## config.mk

```make
export PLATFORM = sky130hd
export DESIGN_NAME = wb_cfg_master
export DESIGN_NICKNAME = d
export VERILOG_FILES = /design/src/rtl/wb_cfg_pkg.sv /design/src/rtl/wb_cfg_master.sv
export SDC_FILE = /design/constraint.sdc
export NUM_CORES = 1
export LEC_CHECK = 0
export CAP_MARGIN = 20
export CORE_MARGIN = 4
export CORE_UTILIZATION = 60
export CTS_CLUSTER_DIAMETER = 50
export CTS_CLUSTER_SIZE = 25
export DETAILED_ROUTE_END_ITERATION = 6
export DONT_BUFFER_PORTS = 1
export PLACE_DENSITY_LB_ADDON = 0.2
export RECOVER_POWER = 100
export SETUP_SLACK_MARGIN = 0.5
export SYNTH_ARGS = -nofsm -noshare
export SYNTH_HDL_FRONTEND = slang
export SYNTH_SLANG_ARGS = --single-unit
```

## constraint.sdc

```tcl
create_clock -name CLK_I -period 4.4 [get_ports CLK_I]
set_clock_uncertainty 0.2 [all_clocks]
set_input_delay 0.66 -clock CLK_I [delete_from_list [all_inputs] [get_ports CLK_I]]
set_output_delay 0.66 -clock CLK_I [all_outputs]
set_load 0.005 [all_outputs]
```

## src/rtl/wb_cfg_pkg.sv

```systemverilog
// wb_cfg_pkg: shared types and constants for the Wishbone configuration master.
//   - wb_state_e       : FSM state encoding (IDLE, BUS, RESP, GAP)
//   - WB_AW/WB_DW      : Wishbone address / data widths
//   - WB_SELW          : byte-select width
//   - *_DEF            : default values for the master's parameters
//   - max_u()          : helper used to size the shared counter
package wb_cfg_pkg;

  localparam int unsigned WB_AW              = 32;
  localparam int unsigned WB_DW              = 32;
  localparam int unsigned WB_SELW            = 4;
  localparam int unsigned TIMEOUT_CYCLES_DEF = 256;
  localparam int unsigned GAP_CYCLES_DEF     = 5;

  typedef enum logic [1:0] {
    ST_IDLE = 2'd0,
    ST_BUS  = 2'd1,
    ST_RESP = 2'd2,
    ST_GAP  = 2'd3
  } wb_state_e;

  function automatic int unsigned max_u(input int unsigned a, input int unsigned b);
    return (a > b) ? a : b;
  endfunction

endpackage

```

## src/rtl/wb_cfg_master.sv

```systemverilog
// wb_cfg_master: single-outstanding Wishbone classic master for configuration
// accesses. One request is taken in IDLE, driven on the bus until ACK/ERR or a
// timeout, reported with a one-cycle response pulse, then followed by an
// optional idle gap with CYC_O low.
// Ports:
//   CLK_I, RST_N_I          : clock, synchronous active-low reset
//   req_valid_i/ready_o     : request handshake (ready only in IDLE)
//   req_we_i/adr_i/dat_i    : request direction, address, write data
//   rsp_valid_o             : one-cycle response pulse
//   rsp_dat_o               : read data (held between reads)
//   rsp_err_o/timeout_o     : termination status, qualified by rsp_valid_o
//   busy_o                  : high in every state other than IDLE
//   CYC_O..SEL_O, DAT_I, ACK_I, ERR_I : Wishbone classic master port
module wb_cfg_master
  import wb_cfg_pkg::*;
#(
  parameter int unsigned TIMEOUT_CYCLES = TIMEOUT_CYCLES_DEF,
  parameter int unsigned GAP_CYCLES     = GAP_CYCLES_DEF
) (
  input  logic               CLK_I,
  input  logic               RST_N_I,
  input  logic               req_valid_i,
  output logic               req_ready_o,
  input  logic               req_we_i,
  input  logic [WB_AW-1:0]   req_adr_i,
  input  logic [WB_DW-1:0]   req_dat_i,
  output logic               rsp_valid_o,
  output logic [WB_DW-1:0]   rsp_dat_o,
  output logic               rsp_err_o,
  output logic               rsp_timeout_o,
  output logic               busy_o,
  output logic               CYC_O,
  output logic               STB_O,
  output logic               WE_O,
  output logic [WB_AW-1:0]   ADR_O,
  output logic [WB_DW-1:0]   DAT_O,
  output logic [WB_SELW-1:0] SEL_O,
  input  logic [WB_DW-1:0]   DAT_I,
  input  logic               ACK_I,
  input  logic               ERR_I
);

  // One counter serves as the BUS timeout counter and the GAP counter, so it
  // is wide enough for whichever of the two limits is larger.
  localparam int unsigned TO_W  = $clog2(TIMEOUT_CYCLES + 1);
  localparam int unsigned GAP_W = $clog2(GAP_CYCLES + 1);
  localparam int unsigned CNT_W = max_u(TO_W, GAP_W);

  localparam logic [CNT_W-1:0] CNT_ZERO = {CNT_W{1'b0}};
  localparam logic [CNT_W-1:0] CNT_ONE  = CNT_W'(1);
  localparam logic [CNT_W-1:0] TO_LAST  = CNT_W'(TIMEOUT_CYCLES - 1);
  localparam logic [CNT_W-1:0] GAP_LAST = CNT_W'((GAP_CYCLES > 0) ? (GAP_CYCLES - 1) : 0);

  wb_state_e          state_q, state_d;
  logic [CNT_W-1:0]   cnt_q, cnt_d;
  logic               cyc_q, cyc_d, stb_q, stb_d, we_q, we_d;
  logic [WB_AW-1:0]   adr_q, adr_d;
  logic [WB_DW-1:0]   dat_q, dat_d;
  logic [WB_SELW-1:0] sel_q, sel_d;
  logic               ready_q, ready_d, busy_q, busy_d;
  logic               rsp_valid_q, rsp_valid_d, rsp_err_q, rsp_err_d;
  logic               rsp_to_q, rsp_to_d;
  logic [WB_DW-1:0]   rsp_dat_q, rsp_dat_d;

  logic accept_s, timeout_hit_s, bus_done_s;

  // ready_q is only ever set while IDLE, so it also blocks the first edge after reset.
  assign accept_s      = (state_q == ST_IDLE) && ready_q && req_valid_i;
  assign timeout_hit_s = (cnt_q == TO_LAST);
  // ACK/ERR are only looked at in BUS; the timeout is the last resort.
  assign bus_done_s    = (state_q == ST_BUS) && (ACK_I || ERR_I || timeout_hit_s);

  // State and all registered outputs.
  always_ff @(posedge CLK_I) begin
    if (!RST_N_I) begin
      state_q     <= ST_IDLE;
      cnt_q       <= CNT_ZERO;
      cyc_q       <= 1'b0;
      stb_q       <= 1'b0;
      we_q        <= 1'b0;
      adr_q       <= {WB_AW{1'b0}};
      dat_q       <= {WB_DW{1'b0}};
      sel_q       <= {WB_SELW{1'b0}};
      ready_q     <= 1'b0;
      busy_q      <= 1'b0;
      rsp_valid_q <= 1'b0;
      rsp_err_q   <= 1'b0;
      rsp_to_q    <= 1'b0;
      rsp_dat_q   <= {WB_DW{1'b0}};
    end else begin
      state_q     <= state_d;
      cnt_q       <= cnt_d;
      cyc_q       <= cyc_d;
      stb_q       <= stb_d;
      we_q        <= we_d;
      adr_q       <= adr_d;
      dat_q       <= dat_d;
      sel_q       <= sel_d;
      ready_q     <= ready_d;
      busy_q      <= busy_d;
      rsp_valid_q <= rsp_valid_d;
      rsp_err_q   <= rsp_err_d;
      rsp_to_q    <= rsp_to_d;
      rsp_dat_q   <= rsp_dat_d;
    end
  end

  // Next-state logic.
  always_comb begin
    state_d = state_q;
    case (state_q)
      ST_IDLE: begin
        if (accept_s) state_d = ST_BUS;
        else          state_d = ST_IDLE;
      end
      ST_BUS: begin
        if (bus_done_s) state_d = ST_RESP;
        else            state_d = ST_BUS;
      end
      ST_RESP: begin
        if (GAP_CYCLES > 0) state_d = ST_GAP;
        else                state_d = ST_IDLE;
      end
      ST_GAP: begin
        if (cnt_q == GAP_LAST) state_d = ST_IDLE;
        else                   state_d = ST_GAP;
      end
      default: state_d = ST_IDLE;
    endcase
  end

  // Next values of the registered outputs and the shared counter.
  always_comb begin
    cnt_d       = CNT_ZERO;
    cyc_d       = cyc_q;
    stb_d       = stb_q;
    we_d        = we_q;
    adr_d       = adr_q;
    dat_d       = dat_q;
    sel_d       = sel_q;
    rsp_valid_d = 1'b0;
    rsp_err_d   = 1'b0;
    rsp_to_d    = 1'b0;
    rsp_dat_d   = rsp_dat_q;
    case (state_q)
      ST_IDLE: begin
        if (accept_s) begin
          cyc_d = 1'b1;
          stb_d = 1'b1;
          we_d  = req_we_i;
          adr_d = req_adr_i;
          dat_d = req_dat_i;
          sel_d = {WB_SELW{1'b1}};
        end else begin
          cyc_d = 1'b0;
          stb_d = 1'b0;
        end
      end
      ST_BUS: begin
        if (bus_done_s) begin
          cyc_d       = 1'b0;
          stb_d       = 1'b0;
          we_d        = 1'b0;
          rsp_valid_d = 1'b1;
          rsp_err_d   = ERR_I;
          // ACK or ERR on the timeout edge still wins over the timeout.
          rsp_to_d    = !ACK_I && !ERR_I;
          if (ACK_I && !ERR_I && !we_q) rsp_dat_d = DAT_I;
          else                          rsp_dat_d = rsp_dat_q;
        end else begin
          // Saturate rather than wrap; termination fires at TO_LAST anyway.
          if (timeout_hit_s) cnt_d = cnt_q;
          else               cnt_d = cnt_q + CNT_ONE;
        end
      end
      ST_RESP: begin
        cnt_d = CNT_ZERO;
      end
      ST_GAP: begin
        if (cnt_q == GAP_LAST) cnt_d = CNT_ZERO;
        else                   cnt_d = cnt_q + CNT_ONE;
      end
      default: begin
        cnt_d = CNT_ZERO;
      end
    endcase
    // Registered, so both follow the state that is entered at this edge.
    ready_d = (state_d == ST_IDLE);
    busy_d  = (state_d != ST_IDLE);
  end

  assign req_ready_o   = ready_q;
  assign busy_o        = busy_q;
  assign rsp_valid_o   = rsp_valid_q;
  assign rsp_err_o     = rsp_err_q;
  assign rsp_timeout_o = rsp_to_q;
  assign rsp_dat_o     = rsp_dat_q;
  assign CYC_O         = cyc_q;
  assign STB_O         = stb_q;
  assign WE_O          = we_q;
  assign ADR_O         = adr_q;
  assign DAT_O         = dat_q;
  assign SEL_O         = sel_q;

endmodule
```

# After elaboration in Yosys (flattened, before gate mapping)
# Cells that the tools add are included.
[classes] n_addsub=1 eq_ne=8 muxes=14 reduce_logical=21
[ops] op="two-way mux 9 bit" n=3
[ops] op="case mux 9 bit (2 select lines)" n=1
[ops] op="adder 9 x 1 -> 9 bit, second input constant" n=1
[ops] op="equality test 9 x 3 -> 1 bit, second input constant" n=1
[ops] op="equality test 9 x 8 -> 1 bit, second input constant" n=1
[ops] op="AND reduction 3 bit" n=3
[ops] op="case mux 2 bit (4 select lines)" n=1
[ops] op="logical AND 1 bit" n=6
[ops] op="AND reduction 2 bit" n=3
[ops] op="two-way mux 1 bit" n=5
[ops] op="equality test 2 bit, second input constant" n=2
[ops] op="zero test 2 bit" n=2
[ops] op="two-way mux 2 bit" n=2
[ops] op="inequality test 2 bit, second input constant" n=2
[ops] op="case mux 1 bit (2 select lines)" n=2
[ops] op="nonzero test 2 bit" n=2
[ops] op="zero test 1 bit" n=3
[ops] op="inequality test 3 bit, second input constant" n=1
[ops] op="equality test 2 x 1 -> 1 bit, second input constant" n=1
[ops] op="logical OR 1 bit" n=2
[totals] reg_bits=115 input_bits=102 output_inout_bits=108 elab_cells=57

# Depth between registers and ports, before layout
[logic_depth] depth_word=6 ltp_mapped=7 mapped_depth_nobuf=7

# Worst setup path after synthesis
# No wires, ideal clock.
[synth_timing] path_kind="register to register" startpoint="register cnt_q[0]" endpoint="register cnt_q[5]" arrival_ns=1.654 setup_slack_ns=2.458 stages_incl_launch_ff=8 path_buffers=0 path_cell_list="dfxtp_1 -> ha_1 -> nand3_1 -> nor2_1 -> ha_1 -> nor3_1 -> o211ai_1 -> a211oi_1"
[synth_between] elab_chain_cells=5 elab_cells_between_ends=10 cone_classes="add/sub: 1; eq/ne: 3; mux: 4; reduce/logical: 2"
[synth_lines] element="start: declaration" line_no="wb_cfg_master.sv:55" source="logic [CNT_W-1:0] cnt_q, cnt_d;"
[synth_lines] element="start signal: assignment" line_no="wb_cfg_master.sv:92" source="cnt_q <= cnt_d;"
[synth_lines] element="branches (longest 5 deep; another with adder 9 x 1 -> 9 bit)"
# Parallel ways; which one is timed is not known. The select of a mux whose other input is x is not followed.
# A chain may end at the register's enable or synchronous reset.

# Final worst setup path
[layout_timing] startpoint="register state_q[0]" endpoint="register rsp_dat_q[26], in the netlist rsp_dat_o[26]"
[layout_between] elab_chain_cells=3
[layout_lines] element="start: declaration" line_no="wb_cfg_master.sv:54" source="wb_state_e state_q, state_d;"
[layout_lines] element="start signal: assignment" line_no="wb_cfg_master.sv:91" source="state_q <= state_d;"
[layout_lines] element="equality test 2 x 1 -> 1 bit (*)" line_no="wb_cfg_master.sv:71, wb_cfg_master.sv:145"
[layout_lines] element="logical AND 1 bit" line_no="wb_cfg_master.sv:71" source="assign bus_done_s = (state_q == ST_BUS) && (ACK_I || ERR_I || timeout_hit_s);"
[layout_lines] element="AND reduction 3 bit (no source line) (*)"
[layout_lines] element="end signal: assignment" line_no="wb_cfg_master.sv:89" source="rsp_dat_q <= {WB_DW{1'b0}};"
[layout_lines] element="end signal: assignment" line_no="wb_cfg_master.sv:104" source="rsp_dat_q <= rsp_dat_d;"
[layout_lines] element="end: declaration" line_no="wb_cfg_master.sv:63" source="logic [WB_DW-1:0] rsp_dat_q, rsp_dat_d;"
# Every way passes the cells marked *; elsewhere a longest branch is shown, timed or not.

==> results.ini <==
[run_status]
status = complete, but fails checks
violations = max-capacitance violations, max-slew violations

[detailed_routing]
drc_errors = 0
vias_per_cell = 5.76
antenna_left = 0
post_drt_wl_per_cell_um = 17.5
drtIter0Drc = 97
vias = 3458
drt_first_pass_iters = 4
wirelength_um = 10500

[critical_path]
crit_fanout = 32
max_stage_delay_ns = 1.01
cpMaxStageDelayCell = clkbuf_1
endpoint_kind = flip-flop
startpoint_type = flip-flop
worst_ep_required_time_ns = 4.60
critical_path_class = reg -> reg
cp_num_buf_inv = 1
cp_cell_sequence = nor4bb_1 > clkbuf_1 > nand3b_1 > a21oi_1
critPathArrivalTime_ns = 2.71
crit_family = buffers and inverters

[pwr]
ir_worst_vdd_mv = 0.277
power_leakage_nw = 1.58
powerDensity_mw_per_mm2 = 526

[yosys]
yosysWarnings = 0
synth_area_leader_cell = dfxtp_1
seq_area_frac_synth = 0.535
async_flop_share = 0
synth_edf_count = 0
synth_top_area_share = 0.535
syn_area_per_cell_um2 = 8.37
synth_ff_type = dfxtp_1
synth.most_common_cell = nand2_1
syn_nets = 619
synthesis.area_mm2 = 0.00430
ys_types = 36
synthTopCellsByCount = nand2_1, dfxtp_1, a21oi_1, nand3b_1, o21ai_0
synth_cells = 514
ys_seq_elements = 115
synth_area_leaders = dfxtp_1, a21oi_1, nand2_1

[timing]
tightestPinTransition_ns = 1.64
slew_violations = 56
maxSlewHeadroom = -0.0959
fin_setup_tns_ns = 0
hold_ws_ns = 0.0362
fmax_mhz = 399
rsz0062_at_grt = false
setup_violations = 0
fin_crit_ns = 2.51
hold_viol = 0
timing.final.crit_share = 0.569

[clock_tree]
clock_path_buffers = 2
htree_levels = 4
cts_buffers = 17
clk_latency_ns = 0.50
cts_sinks = 115
post_cts_resized = 0
cts_hold_buf = 0
path_clk_slew_ns = 0.05
cts_root_buf = clkbuf_8
cts_tree = yes
post-cts-setup-buffers = 0

[global_route]
grt_pass1_vias = 3355
track_usage = 0.236
grt_remaining_overflow = 0
antenna_found_initial = 0
grt_max_degree = 68
grt_pass1_wl_um = 16200

[floorplan]
die_x_um = 92.7
die_area_mm2 = 0.00859
die_h_um = 92.7
core_mm2 = 0.00687
initial_core_util = 0.626
rows = 30
ioPinCount = 210

[place]
io_buffers = 0
place_congestion = 0.806
dp_hpwl_um = 7080

[final_layout]
diodes = 0
layout.nets = 598
drive_above_1_share = 0.0734
areaGrowthSynthToFinish_pct = 11.1

[flow_run]
maxCapViolCount = 1

[hold_path]
hold_path_class = in -> reg

[metal layers]
metal  global-route usage  up-vias  routed length [um]
met5                    0        -                   0
met4                0.101        0                 133
met3                0.105       12                1130
met2                0.413      157                5390
met1                0.245     1597                3810
li1                     -     1692                   -
[layout make-up]
type                       instances  area, um2
clock buffer                      20        455
clock inverter                    10       61.3
fill                             573       2090
inverter                           7       26.3
multi-input combinational        347       1770
sequential                       115       2300
tap                               96        120
timing repair buffer               5       41.3
[metrics by stage]
stage,power (mW),area [um2],instances,util,setup slack [ns]
floorplan,1.34,4300,514,-,2.46
global placement,1.37,4270,569,0.622,1.93
detailed placement,1.38,4270,569,0.622,1.89
CTS,2.53,4790,599,0.697,2.00
global route,2.62,4780,600,0.696,1.54
finish,2.51,4780,600,0.696,1.89
[report_power, final]
group | internal, mW | leakage (nW) | switching [mW]
logic | 0.0644 | 0.394 | 0.122
registers | 1.11 | 0.933 | 0.0599
clock network | 0.721 | 0.254 | 0.439
total | 1.89 | 1.58 | 0.621
[path summary, 6_finish.rpt]
kind | start | end | slack, ns | depth (start not counted)
min reg2reg | ADR_O[21] | ADR_O[21] | 0.27 | 2
min | ACK_I | rsp_timeout_o | 0.04 | 1
max reg2reg | state_q[0] | rsp_dat_o[26] | 1.89 | 4
max | state_q[0] | rsp_dat_o[26] | 1.89 | 4
[cell families after synthesis]
group,count (synthesis),synth area share
buf+inv,52,0.0521
flops,115,0.535
simple gates,198,0.225
fa+ha+maj,3,0.00873
compound gates,143,0.173
xor+xnor,3,0.00611
[flip-flops by register name, summed over array words and instances, names as in the netlist, 2 cells and up]
register and cells:
ADR_O 32, DAT_O 32, cnt_q 9, rsp_dat_o 32, state_q 2
[cells in the final DEF, fill, tap and decap left out, types with 2 or more instances in the layout]
| master | instances |
|---|---|
| a211oi_1 | 3 |
| a21oi_1 | 99 |
| buf_4 | 3 |
| clkbuf_16 | 16 |
| clkbuf_8 | 4 |
| clkinv_2 | 6 |
| clkinvlp_4 | 3 |
| dfxtp_1 | 115 |
| ha_1 | 3 |
| inv_1 | 7 |
| nand2_1 | 131 |
| nand3_1 | 6 |
| nand3b_1 | 32 |
| nor2_1 | 4 |
| nor3_1 | 7 |
| nor3b_1 | 3 |
| o211ai_1 | 2 |
| o21ai_0 | 31 |
| o21ai_1 | 4 |
| or3_1 | 3 |
| or4b_1 | 2 |
| xor2_1 | 2 |
Power figures use the tool's default switching activity.
